==> src/rtl/gpr_mp_pkg.sv <==
// Shared constants and helpers for the multi-port register file.
package gpr_mp_pkg;

  localparam int GPR_ZERO_ADDR = 0;
  localparam int DEF_DW        = 32;
  localparam int DEF_AW        = 5;
  localparam int DEF_NREG      = 32;

  function automatic int byte_lanes(input int dw);
    return dw / 8;
  endfunction

endpackage

==> src/rtl/gpr_rd_mux.sv <==
// One read port: stored-word lookup, per-byte write bypass (port 1 over port 0)
// and forcing of register 0 to zero.
module gpr_rd_mux
  import gpr_mp_pkg::*;
#(
  parameter int DW     = DEF_DW,
  parameter int NREG   = DEF_NREG,
  parameter int AW     = DEF_AW,
  parameter int BYPASS = 1
) (
  input  logic [DW-1:0]            regs [NREG],
  input  logic [AW-1:0]            raddr,
  input  logic                     we0,
  input  logic [AW-1:0]            waddr0,
  input  logic [DW-1:0]            wdata0,
  input  logic [byte_lanes(DW)-1:0] wbe0,
  input  logic                     we1,
  input  logic [AW-1:0]            waddr1,
  input  logic [DW-1:0]            wdata1,
  input  logic [byte_lanes(DW)-1:0] wbe1,
  output logic [DW-1:0]            rdata
);

  localparam int NB = byte_lanes(DW);

  logic hit0, hit1;

  assign hit0 = we0 && (waddr0 == raddr);
  assign hit1 = we1 && (waddr1 == raddr);

  // NOTE: combinational outputs take a full default first so no path infers a latch.
  always_comb begin
    rdata = regs[raddr];
    if (BYPASS != 0) begin
      for (int b = 0; b < NB; b++) begin
        if (hit1 && wbe1[b]) begin
          rdata[8*b +: 8] = wdata1[8*b +: 8];
        end else if (hit0 && wbe0[b]) begin
          rdata[8*b +: 8] = wdata0[8*b +: 8];
        end
      end
    end
    // r0 override comes last so bypassed writes to address 0 never leak out.
    if (raddr == AW'(GPR_ZERO_ADDR)) begin
      rdata = '0;
    end
  end

endmodule

==> src/rtl/gpr_mp.sv <==
// Multi-port register file: two byte-masked write ports with port-1 priority,
// NRD combinational read ports with optional same-cycle write bypass.
module gpr_mp
  import gpr_mp_pkg::*;
#(
  parameter int DW     = DEF_DW,
  parameter int NREG   = DEF_NREG,
  parameter int AW     = DEF_AW,
  parameter int NRD    = 2,
  parameter int BYPASS = 1
) (
  input  logic                      clk,
  input  logic                      rst,
  input  logic                      SIG_RF_W0,
  input  logic [AW-1:0]             waddr0,
  input  logic [DW-1:0]             wdata0,
  input  logic [byte_lanes(DW)-1:0] wbe0,
  input  logic                      SIG_RF_W1,
  input  logic [AW-1:0]             waddr1,
  input  logic [DW-1:0]             wdata1,
  input  logic [byte_lanes(DW)-1:0] wbe1,
  input  logic [NRD*AW-1:0]         raddr,
  output logic [NRD*DW-1:0]         rdata
);

  localparam int NB = byte_lanes(DW);

  logic [DW-1:0] regs [NREG];
  logic          we0_act, we1_act;

  // Writes (and therefore bypass) are suppressed while reset is held.
  assign we0_act = SIG_RF_W0 && rst;
  assign we1_act = SIG_RF_W1 && rst;

  // NOTE: the array is deliberately reset so no register ever reads X; r0 is never written.
  always_ff @(posedge clk or negedge rst) begin
    if (!rst) begin
      for (int r = 0; r < NREG; r++) begin
        regs[r] <= '0;
      end
    end else begin
      for (int r = 1; r < NREG; r++) begin
        for (int b = 0; b < NB; b++) begin
          if (SIG_RF_W1 && (waddr1 == AW'(r)) && wbe1[b]) begin
            regs[r][8*b +: 8] <= wdata1[8*b +: 8];
          end else if (SIG_RF_W0 && (waddr0 == AW'(r)) && wbe0[b]) begin
            regs[r][8*b +: 8] <= wdata0[8*b +: 8];
          end
        end
      end
    end
  end

  for (genvar k = 0; k < NRD; k++) begin : g_rd
    gpr_rd_mux #(
      .DW     (DW),
      .NREG   (NREG),
      .AW     (AW),
      .BYPASS (BYPASS)
    ) u_rd_mux (
      .regs   (regs),
      .raddr  (raddr[k*AW +: AW]),
      .we0    (we0_act),
      .waddr0 (waddr0),
      .wdata0 (wdata0),
      .wbe0   (wbe0),
      .we1    (we1_act),
      .waddr1 (waddr1),
      .wdata1 (wdata1),
      .wbe1   (wbe1),
      .rdata  (rdata[k*DW +: DW])
    );
  end

endmodule

==> config.mk <==
export PLATFORM = sky130hd
export DESIGN_NAME = gpr_mp
export DESIGN_NICKNAME = d
export VERILOG_FILES = /design/src/rtl/gpr_mp_pkg.sv /design/src/rtl/gpr_rd_mux.sv /design/src/rtl/gpr_mp.sv
export SDC_FILE = /design/constraint.sdc
export NUM_CORES = 2
export LEC_CHECK = 0
export CAP_MARGIN = 20
export CORE_UTILIZATION = 47
export CTS_CLUSTER_DIAMETER = 200
export DETAILED_ROUTE_END_ITERATION = 16
export HOLD_SLACK_MARGIN = 0.06
export PLACE_DENSITY = 0.74
export SYNTH_ARGS = -nofsm -noshare
export SYNTH_HDL_FRONTEND = slang
export SYNTH_SLANG_ARGS = --single-unit
==> constraint.sdc <==
create_clock -name clk -period 3.1 [get_ports clk]
set_input_delay 0.62 -clock clk [delete_from_list [all_inputs] [get_ports clk]]
set_output_delay 0.62 -clock clk [all_outputs]
set_load 0.02 [all_outputs]
Word level (Yosys, flattened, before mapping):

Cells that the tools add are included.

* register bits: 992
* input port bits: 96
* output and inout port bits: 64
* word-level logic and storage cells: 924

* $lt $le $gt $ge: 2
* equality and inequality tests: 66
* muxes and demuxes: 272
* bitwise logic cells: 2
* reductions and logical operators: 458

Operators with widths (number)
* two-way mux 8 bit: 264
* logical AND 1 bit: 332
* binary-select mux 32 bit (select 5 bit): 2
* nonzero test 2 bit: 124
* two-way mux 32 bit: 6
* == test 5 bit, second input constant: 32
* == test 5 x 4 -> 1 bit, second input constant: 16
* == test 5 x 3 -> 1 bit, second input constant: 8
* == test 5 x 2 -> 1 bit, second input constant: 4
* == test 5 bit: 4
* greater-or-equal comparator 6 bit, second input constant: 2
* NOT 5 -> 6 bit: 2
* == test 5 x 1 -> 1 bit, second input constant: 2
* zero test 5 bit: 2

Logic depth before layout (Yosys ltp):

* depth after elaboration: 7
* gate-level depth with buffers: 12

Cells and area by module:

Synthesis repeated with hierarchy kept, for this count alone.

* cell total of the unflattened synthesis: 7735
* area total of the unflattened synthesis: 70370.0 µm²

By module, submodules not included
* gpr_mp: instances 1, cells each 6055, area each 51739.6 µm²
* gpr_rd_mux: instances 2, cells each 840, area each 9315.2 µm²

Worst setup path before layout:

No wires, ideal clock.

* path type: in2out
* start point: input waddr0[3]
* end point: output rdata[23]
* data arrival time: 2.558 ns
* data required time: 2.480 ns
* path slack: -0.078 ns
* stages on the path: 8
* buffers on the path: 3
* cells stage by stage: buf_2 -> xor2_1 -> nor4_4 -> and3_1 -> buf_2 -> buf_2 -> a22oi_1 -> a211oi_1

* cells in the longest elaborated chain, start to end: 6

Ends and longest elaborated chain
* from (decl): RTL line gpr_mp.sv:15 `input logic [AW-1:0] waddr0,`
* == test 5 bit: RTL line gpr_rd_mux.sv:28 `assign hit0 = we0 && (waddr0 == raddr);`
* logical AND 1 bit: RTL line gpr_rd_mux.sv:28
* logical AND 1 bit: RTL line gpr_rd_mux.sv:38 `end else if (hit0 && wbe0[b]) begin`
* two-way mux 8 bit: RTL line gpr_rd_mux.sv:38
* two-way mux 8 bit: RTL line gpr_rd_mux.sv:36 `if (hit1 && wbe1[b]) begin`
* two-way mux 32 bit: RTL line gpr_rd_mux.sv:44 `if (raddr == AW'(GPR_ZERO_ADDR)) begin`
* to (decl): RTL line gpr_mp.sv:23 `output logic [NRD*DW-1:0] rdata`

No other way between the ends.

Worst setup path in the final report:

* start point: input raddr[5]
* end point: output rdata[37]

* cells in the longest elaborated chain, start to end: 7

Ends and longest elaborated chain
* from (decl): RTL line gpr_mp.sv:22 `input logic [NRD*AW-1:0] raddr,`
* NOT 5 -> 6 bit (not written as such): RTL line gpr_rd_mux.sv:33 `rdata = regs[raddr];`
* binary-select mux 32 bit (select 5 bit): RTL line gpr_rd_mux.sv:33
* two-way mux 32 bit (not written as such) (2 in series): RTL line gpr_rd_mux.sv:33
* two-way mux 8 bit: RTL line gpr_rd_mux.sv:38
* two-way mux 8 bit: RTL line gpr_rd_mux.sv:36
* two-way mux 32 bit (*): RTL line gpr_rd_mux.sv:44

Mark *: on every way between the ends. The rest lies on a longest branch, timed or not. The select of a mux whose other input is x is not followed.

==> results.md <==
- Largest area contributor in the netlist: dfrtp_1
- Netlist cell types: 73
- Clk root buf: clkbuf_16
- Switching power: 16.6 mW
- Largest Register: regs
- Mapped Area: 64,300 um2
- Setup TNS: -18,490 ps
- Layout area overhead: 34.1%
- Largest net degree at the start of global routing: 178
- Num CTS Buffers: between 100 and 150
- Die ar.: 138,000 um2
- Horiz. Die Dim: 372 um
- Flop pwr share: a little under two fifths
- Sw frac: 33.1%
- Max Clock Freq: 282 MHz
- Vias per inst: roughly 6.8
- RSZ-0062 raised after global routing: yes
- Hold crit path type: primary input to asynchronous set/reset pin
- Crit start category: primary input
- DRT iter0 DRCs: between 9,000 and 10,000
- Top-area cell type share of the netlist area: 38.6%
- Leak Pwr: around 44 nW
- Setup ws final: -449 ps
- # H-tree levels: 3
- Power density over the cells: 582 nW/um2
- Number of max-cap violations: 0
- Commonest non-fill, non-tap cells in the layout: 1,163 x mux2i_1, 1,115 x nor2_1, 1,007 x a21oi_1
- Max Clock Skew: 0 ps
- Num rows: 135
- Crit path max fanout: 8
- Status: finished with violations
- Fin crit period: 3550 ps
- Max reg flops: 992
- Required time worst endpoint: 2480 ps
- Syn. warnings: 32
- Clk sinks: 992
- Bufs on Longest Clock Path: 3
- DPL Wire Length: 199,000 um
- Clock-pin slew on the worst setup and hold paths: 70 ps
- Leading cell type in the layout, fill and taps excluded: mux2i_1
- Core ar.: 136,000 um2
- Post-synth EDFFs: 0
- Fill count: 10,100
- Pins Over Slew Limit: 0
- CTS tree: built
- Syn Nets: 6,549
- Placer Congestion: 1.07
- Fraction of registers with async set/reset: 100%
- Initial antenna violation count: 14
- Place WS: -1230 ps
- Avg Cell Area, Syn: about 10 um2
- Worst slew pin tran: 1100 ps
- Comb power frac: 32.1%
- Clock power share: 29.6%
- Number of nets in the layout: about 7,500
- Total global routing overflow: 0
- Final worst-path cycle share: 114%
- Fraction of layout cells with a size suffix above 1: 32.9%
- #FFs+latches synth: just under 1,000
- Gr usage total: 41.3%
- P_int: approximately 34 mW
- Post-route ant nets: 0
- Fin. Hold Viols: 0
- Max-slew headroom: 26.7%
- # port buffers: 159
- Failing checks: setup timing
- Starting density of the core: a little under half
- DRT Pass-1 Iters: 7
- Hold WS: 137 ps
- # DRC: 0
- Vias in the first global route: 60,800
- Worst skew pair latency: 800 ps
- Setup CP Type: primary input to primary output
- Arr. time, crit path: 2930 ps
- First-pass GRT wire length: about 420,000 um
- Design Power: around 50 mW
- Sequential area share after synthesis: 38.6%
- Setup crit end kind: primary output
- Most used flip-flop cell after synthesis: dfrtp_1
- Synth top area cells: dfrtp_1 39%, mux2i_1 19%, mux4_2 12%
- Cell count after synthesis: ~6,500
- Final setup violation count: 64
- Max VDD drop: 0.545 mV
- Routed wire per std cell: 31.1 um
- IO Count: 160
- Largest regs: regs x992
- Via count: 63,100
- Routed WL: 290,000 um
- Die Y: 372 um
power groups by stage:
stage	Sequential, mW	Clock [mW]	Combinational, mW
global route	19.6	15.3	16.9
global placement	19.0	0	13.5
CTS	19.0	14.8	15.2
floorplan	18.3	0	8.79
finish	19.2	14.8	16.1
detailed placement	19.2	0	13.9
logic make-up after synthesis:
family / Yosys count / share of synthesized area, %
XOR/XNOR: 20 / 0.272
AO/OA/AOI/OAI: 1452 / 13.1
flip-flops: 992 / 38.6
AND/OR/NAND/NOR: 1717 / 11.1
multiplexers: 1628 / 32.4
buffers and inverters: 644 / 4.59
final timing paths:
check	start	to	slack [ps]	cells past startpoint
setup / recovery	raddr[5]	rdata[37]	-450	11
hold / removal	rst	regs[970]	140	2
setup reg to reg	regs[109]	regs[109]	2050	4
hold reg to reg	regs[265]	regs[265]	560	2
max in group asynchronous	rst	regs[940]	480	5
min in group clk	regs[265]	regs[265]	560	2
metal layers:
metal,global-route usage [%],up-vias,share of wire [%]
met1,52.4,30500,34
met2,59.3,5331,42
met5,0,-,0.071
li1,-,25700,-
met3,13.0,1532,14
met4,30.2,20,9.6
layout make-up:
class	count	area (um2)	share of cell area, %
timing repair buffer	1528	15800	18.4
clock buffer	148	3160	3.66
inverter	4	18.8	0.0218
clock inverter	58	857	0.994
sequential	992	24800	28.8
multi-input combinational	4817	39300	45.6
antenna	6	15.0	0.0174
tap	1781	2230	2.58
through the flow:
step           cell area (um2)  utilization, %  std cells
3_5_place_dp             76900            56.7       8946
5_1_grt                  86200            63.6       9332
6_report                 86200            63.6       9334
2_1_floorplan            64400               -       6453
3_3_place_gp             76900            56.7       8946
4_1_cts                  84900            62.6       9288
worst max-delay path, cell delays in order:
cell	delay, ps
buf_16	150
buf_16	200
buf_16	150
buf_12	100
mux4_2	500
mux2_4	290
a211oi_2	230
buf_4	160
nor4b_2	40
a221o_1	310
buf_6	140
timing repair:
item	CTS	global route
gates resized for setup	894	232
hold buffers	1	0
hold endpoints to repair	18	0
gates cloned	16	4
setup buffers	141	57
pin swaps	198	124
setup endpoints to repair	64	64
synthesized netlist by cell type (11+ instances only):
| cell | number |
|---|---|
| a211oi_1 | 32 |
| a21oi_1 | 1017 |
| a221o_1 | 30 |
| a221oi_1 | 56 |
| a22oi_1 | 126 |
| and3_1 | 19 |
| buf_1 | 72 |
| buf_2 | 73 |
| buf_4 | 47 |
| buf_6 | 20 |
| clkbuf_1 | 417 |
| dfrtp_1 | 992 |
| mux2_2 | 82 |
| mux2i_1 | 1190 |
| mux4_2 | 354 |
| nand2_1 | 335 |
| nand2b_1 | 13 |
| nand3_1 | 54 |
| nand4_1 | 22 |
| nor2_1 | 1138 |
| nor2b_1 | 31 |
| nor3_1 | 25 |
| nor4_1 | 11 |
| nor4b_1 | 16 |
| o211ai_1 | 19 |
| o21ai_0 | 32 |
| o22ai_1 | 65 |
| o31ai_1 | 18 |
| xnor2_1 | 14 |
No activity file was read; power rests on OpenSTA's default activity.
